--- config.mk ---
export PLATFORM = sky130hd
export DESIGN_NAME = gamepad_pmod_multi_rx
export DESIGN_NICKNAME = d
export VERILOG_FILES = /design/src/rtl/gamepad_pmod_multi_rx.sv
export SDC_FILE = /design/constraint.sdc
export NUM_CORES = 1
export LEC_CHECK = 0
export CAP_MARGIN = 30
export CORE_MARGIN = 1.5
export CORE_UTILIZATION = 55
export CTS_BUF_LIST = sky130_fd_sc_hd__clkbuf_2 sky130_fd_sc_hd__clkbuf_4 sky130_fd_sc_hd__clkbuf_8
export DETAILED_ROUTE_END_ITERATION = 8
export PLACE_DENSITY = 0.77
export SETUP_SLACK_MARGIN = 0.1
export SYNTH_ARGS = -nofsm -noshare
export SYNTH_HDL_FRONTEND = slang
export SYNTH_SLANG_ARGS = --single-unit
--- constraint.sdc ---
create_clock -name clk -period 6.1 [get_ports clk]
set_clock_uncertainty 0.05 [all_clocks]
set_input_delay 0.61 -clock clk [delete_from_list [all_inputs] [get_ports clk]]
set_output_delay 0.61 -clock clk [all_outputs]
set_load 0.01 [all_outputs]
--- src/rtl/gamepad_pmod_multi_rx.sv ---
// gamepad_pmod_multi_rx: N-pad Gamepad Pmod receiver with frame-length checking, stale-link timeout and press/release pulses.
// Define GAMEPAD_PMOD_DEBOUNCE_EN to commit a frame only after two consecutive valid frames match.
module gamepad_pmod_multi_rx #(
  parameter int NUM_PADS       = 2,
  parameter int BUTTONS        = 12,
  parameter int SYNC_STAGES    = 2,
  parameter int TIMEOUT_CYCLES = 1048576
) (
  input  logic                          clk,
  input  logic                          rst,
  input  logic                          pmod_data,
  input  logic                          pmod_clk,
  input  logic                          pmod_latch,
  output logic [NUM_PADS*BUTTONS-1:0]   buttons,
  output logic [NUM_PADS-1:0]           is_present,
  output logic [NUM_PADS*BUTTONS-1:0]   pressed,
  output logic [NUM_PADS*BUTTONS-1:0]   released,
  output logic                          frame_valid,
  output logic                          frame_error,
  output logic                          link_up
);
  localparam int W  = NUM_PADS * BUTTONS;
  localparam int CW = $clog2(W + 2);
  localparam int TW = $clog2(TIMEOUT_CYCLES + 1);
  logic [2:0]          sync_q [SYNC_STAGES];
  logic [2:0]          dly_q;
  logic [W-1:0]        shift_q, shift_d, sh, raw_q, raw_d, cand, dec;
  logic [CW-1:0]       cnt_q, cnt_d, cnt;
  logic [TW-1:0]       tmo_q, tmo_d;
  logic [NUM_PADS-1:0] pres;
  logic                clk_rise, lat_rise, valid, error, commit, timeout;
  // Sync vector bit order: {latch, clk, data}
  always_ff @(posedge clk or posedge rst) begin
    if (rst) begin
      for (int i = 0; i < SYNC_STAGES; i++) sync_q[i] <= '0;
      dly_q <= '0;
    end else begin
      sync_q[0] <= {pmod_latch, pmod_clk, pmod_data};
      for (int i = 1; i < SYNC_STAGES; i++) sync_q[i] <= sync_q[i-1];
      dly_q <= sync_q[SYNC_STAGES-1];
    end
  end
  assign clk_rise = sync_q[SYNC_STAGES-1][1] & ~dly_q[1];
  assign lat_rise = sync_q[SYNC_STAGES-1][2] & ~dly_q[2];
  // A coincident clk edge is folded into sh/cnt before the latch looks at them
  always_comb begin
    sh    = clk_rise ? {shift_q[W-2:0], sync_q[SYNC_STAGES-1][0]} : shift_q;
    cnt   = (clk_rise && cnt_q != CW'(W + 1)) ? cnt_q + 1'b1 : cnt_q;
    valid = 1'b0;
    cand  = '1;
    dec   = '0;
    pres  = '0;
    for (int k = 1; k <= NUM_PADS; k++)
      if (lat_rise && cnt == CW'(k * BUTTONS)) valid = 1'b1;
    for (int p = 0; p < NUM_PADS; p++) begin
      cand[p*BUTTONS +: BUTTONS] = (cnt >= CW'((p + 1) * BUTTONS)) ? sh[p*BUTTONS +: BUTTONS] : '1;
      dec[p*BUTTONS +: BUTTONS]  = &raw_q[p*BUTTONS +: BUTTONS] ? '0 : raw_q[p*BUTTONS +: BUTTONS];
      pres[p]                    = ~&raw_q[p*BUTTONS +: BUTTONS];
    end
    error   = lat_rise & ~valid;
    shift_d = lat_rise ? '1 : sh;
    cnt_d   = lat_rise ? '0 : cnt;
    timeout = !valid && tmo_q == TW'(TIMEOUT_CYCLES - 1);
    tmo_d   = valid ? '0 : (tmo_q == TW'(TIMEOUT_CYCLES) ? tmo_q : tmo_q + 1'b1);
    raw_d   = timeout ? '1 : (commit ? cand : raw_q);
  end
`ifdef GAMEPAD_PMOD_DEBOUNCE_EN
  logic [W-1:0] prev_q;
  logic         have_q;
  assign commit = valid && have_q && cand == prev_q;
  always_ff @(posedge clk or posedge rst) begin
    if (rst) begin
      prev_q <= '1;
      have_q <= 1'b0;
    end else if (valid) begin
      prev_q <= cand;
      have_q <= 1'b1;
    end else if (error) begin
      have_q <= 1'b0;
    end
  end
`else
  assign commit = valid;
`endif
  always_ff @(posedge clk or posedge rst) begin
    if (rst) begin
      shift_q     <= '1;
      raw_q       <= '1;
      cnt_q       <= '0;
      tmo_q       <= '0;
      buttons     <= '0;
      is_present  <= '0;
      pressed     <= '0;
      released    <= '0;
      frame_valid <= 1'b0;
      frame_error <= 1'b0;
      link_up     <= 1'b0;
    end else begin
      shift_q     <= shift_d;
      raw_q       <= raw_d;
      cnt_q       <= cnt_d;
      tmo_q       <= tmo_d;
      buttons     <= dec;
      is_present  <= pres;
      pressed     <= dec & ~buttons;
      released    <= ~dec & buttons;
      frame_valid <= valid;
      frame_error <= error;
      link_up     <= valid ? 1'b1 : (timeout ? 1'b0 : link_up);
    end
  end
endmodule

==> metrics.md <==
| Metric | Value |
|---|---|
| CTS Buf Count | 17 |
| CTS tree | built |
| Highest clock rate | approximately 360 MHz |
| First DRT Iteration DRCs | 197 |
| Power Density | 259 mW/mm^2 |
| Mapped Avg Cell Area | 12.1 sq um |
| Yosys cell types | 43 |
| Initial Utilization | a little under three fifths |
| DR WL/cell | 13.9 um |
| Placer Congestion | 0.785 |
| Fillers | roughly 850 |
| Clock Sinks | around 160 |
| Number of remaining DRC errors | 0 |
| # H-tree levels | 4 |
| PortBufs | just over 80 |
| Register Area | 0.00404 sq mm |
| Mapped Area | roughly 0.0064 sq mm |
| PnR worst setup slack | between 3 and 4 ns |
| Syn Inst Count | approximately 530 |
| Die Y | 111 um |
| Grt met2 use | 29.3% |
| Antenna diode count | 0 |
| Worst slack at placement | 3.41 ns |
| Worst Tran Pin Value | 0.956 ns |
| Predominant post-synthesis flop cell | dfrtp_1 |
| Hold_buf cts | 0 |
| Die area | 0.0122 sq mm |
| Number of primary I/O pins | 82 |
| Min-Delay Path Class | register to register |
| Most common cell after layout, fill and taps aside | dfrtp_1 |
| Clk Latency, worst-skew pair | 0.43 ns |
| First-pass GRT wire length | 18.7 mm |
| Area of the multi-input gates | 0.00216 sq mm |
| Max-Cap Viols | 0 |
| Async S/R FF share, synth | 100% |
| Met3 usage | 4.94% |
| Relative slew slack | between 30% and 40% |
| Num rows | 39 |
| Fin. max-slew vios | 0 |
| Worst endpoint data arrival time | 3.05 ns |
| RSZ-0062 raised after global routing | no |
| Fin Setup TNS | 0 ns |
| Synthesis-stage register bit count | roughly 160 |
| Via count | 3979 |
| Setup violators final | 0 |
| Sequential-to-total area share from yosys stat | ~63% |
| Avg Vias per Cell | 5.20 |
| Area Overhead vs Synth | 21.2% |
| Grt total ovfl | 0 |
| Synthesis Warnings | 0 |
| Max clock buf depth | 2 |
| VDD IR max | around 0.00013 V |
| Core Area | about 0.011 sq mm |
| Req. time, crit path | 6.41 ns |
| Status | finished clean |
| Setup crit end kind | register |
| Total global-route track usage | 18.6% |
| Pleak | 3.38 nW |
| Syn nets | 534 |
| Final net count | 618 |
| Largest net degree at the start of global routing | 121 |
| Antenna violations before repair | 0 |
| Post-Route WL | 10.7 mm |
| Period minus WS final | 2.74 ns |
| GRT busiest layer | met2 |
| CTS root buffer | clkbuf_8 |
| Final hold vios | 0 |
| Most frequent cells in the layout | 111 x dfrtp_1, 81 x clkdlybuf4s50_1, 58 x nor2_1 |
| Chip Width | 111 um |
| Post-synth EDFFs | 0 |
| Vias in the first global route | 4065 |
| Detail Placement HPWL | 7.11 mm |
| Final ANT Viol Nets | 0 |
| Reg clk slew, reported paths | 0.08 ns |
| Pre-antenna DRT Iters | 4 |
| Crit Path Max Fanout | 20 |
| Setup crit start kind | register |
| Cts repair resizes | 0 |
| Grt met1 use | 25.0% |
| Post-route clock period utilization | 44.9% |
| Post-CTS Setup Bufs | 0 |
| Share of cells above drive strength 1 | ~15% |
| Crit path kind | register to register |
==> cell type report <==
class	instances	share of cell area (%)
Timing Repair Buffer	87	11.4
Clock buffer	21	3.66
Multi-Input combinational cell	334	28.0
Sequential cell	159	52.3
Inverter	10	0.551
Clock inverter	11	1.72
Tap cell	143	2.32
==> registers in the layout, summed over array words and instances, names as in the netlist <==
name and flops:
buttons 24, pressed 24, raw_q 24, released 24, shift_q 24, tmo_q 21
sync_q 6, cnt_q 5, dly_q 2, is_present 2, frame_error 1, frame_valid 1
link_up 1
==> final timing paths <==
path | from | endpoint | slack [ns] | cells after the start
setup / recovery | cnt_q[0] | raw_q[1] | 3.36 | 7
hold / removal | sync_q[5] | sync_q[2] | 0.30 | 0
setup reg to reg | cnt_q[0] | raw_q[1] | 3.36 | 7
hold reg to reg | sync_q[5] | sync_q[2] | 0.30 | 0
max in group asynchronous | rst | shift_q[11] | 4.35 | 4
min in group asynchronous | rst | buttons[8] | 0.42 | 2
==> logic make-up after synthesis <==
kind of cell | Yosys count | synth area share (%)
AND/OR/NAND/NOR | 237 | 20.0
flip-flops | 159 | 63.4
multiplexers | 50 | 7.86
buffers and inverters | 32 | 2.87
XOR/XNOR | 22 | 3.02
AO/OA/AOI/OAI | 21 | 2.10
adder cells (fa/ha/maj) | 4 | 0.786
==> worst max-delay path, cell delays in order, from the launching register on <==
cell	delay, ns
dfrtp_1	0.50
ha_1	0.36
nand3b_2	0.18
a21oi_2	0.19
o311ai_1	0.19
a211oi_4	0.51
buf_4	0.42
mux2i_1	0.25
==> where the power goes <==
part,switching [mW],total [mW],internal [mW]
Clock,0.372,0.776,0.404
Combinational,0.0641,0.107,0.0427
Sequential,0.0298,1.11,1.08
Total,0.466,2.00,1.53
==> synth_stat cells, types with 3 or more instances <==
master / count / area (sq um)
dfstp_2: 48 / 1260
nand2b_1: 4 / 25.0
xnor2_1: 7 / 61.3
xor2_1: 15 / 131
dfrtp_1: 111 / 2780
buf_4: 4 / 30.0
inv_1: 10 / 37.5
ha_1: 4 / 50.1
nand4_1: 12 / 75.1
mux2i_1: 50 / 500
nor2b_1: 48 / 300
o21ai_0: 5 / 25.0
buf_2: 6 / 30.0
nand2_1: 36 / 135
nor4_1: 5 / 31.3
buf_6: 3 / 33.8
and3_1: 5 / 31.3
nor2_1: 58 / 218
nor3b_1: 13 / 97.6
a21oi_1: 7 / 35.0
and2_1: 36 / 225
clkbuf_1: 7 / 26.3
nand3_1: 8 / 40.0
==> per-stage QoR <==
stage	instances	total power, mW	utilization (%)	hold WS [ns]	instance area [sq um]
after floorplan	525	1.20	-	0.281	6370
after global placement	731	1.23	63.9	0.285	7260
after detailed placement	732	1.24	64.0	0.289	7280
after CTS	764	2.02	67.6	0.307	7690
after global routing	765	2.08	67.9	0.311	7720
final	765	2.00	67.9	0.304	7720
==> routing by layer <==
layer / vias up / wire, um
met5: - / 0
li1: 1905 / -
met1: 1940 / 4870
met4: 0 / 204
met2: 115 / 5100
met3: 19 / 484
No activity file was read; power rests on OpenSTA's default activity.
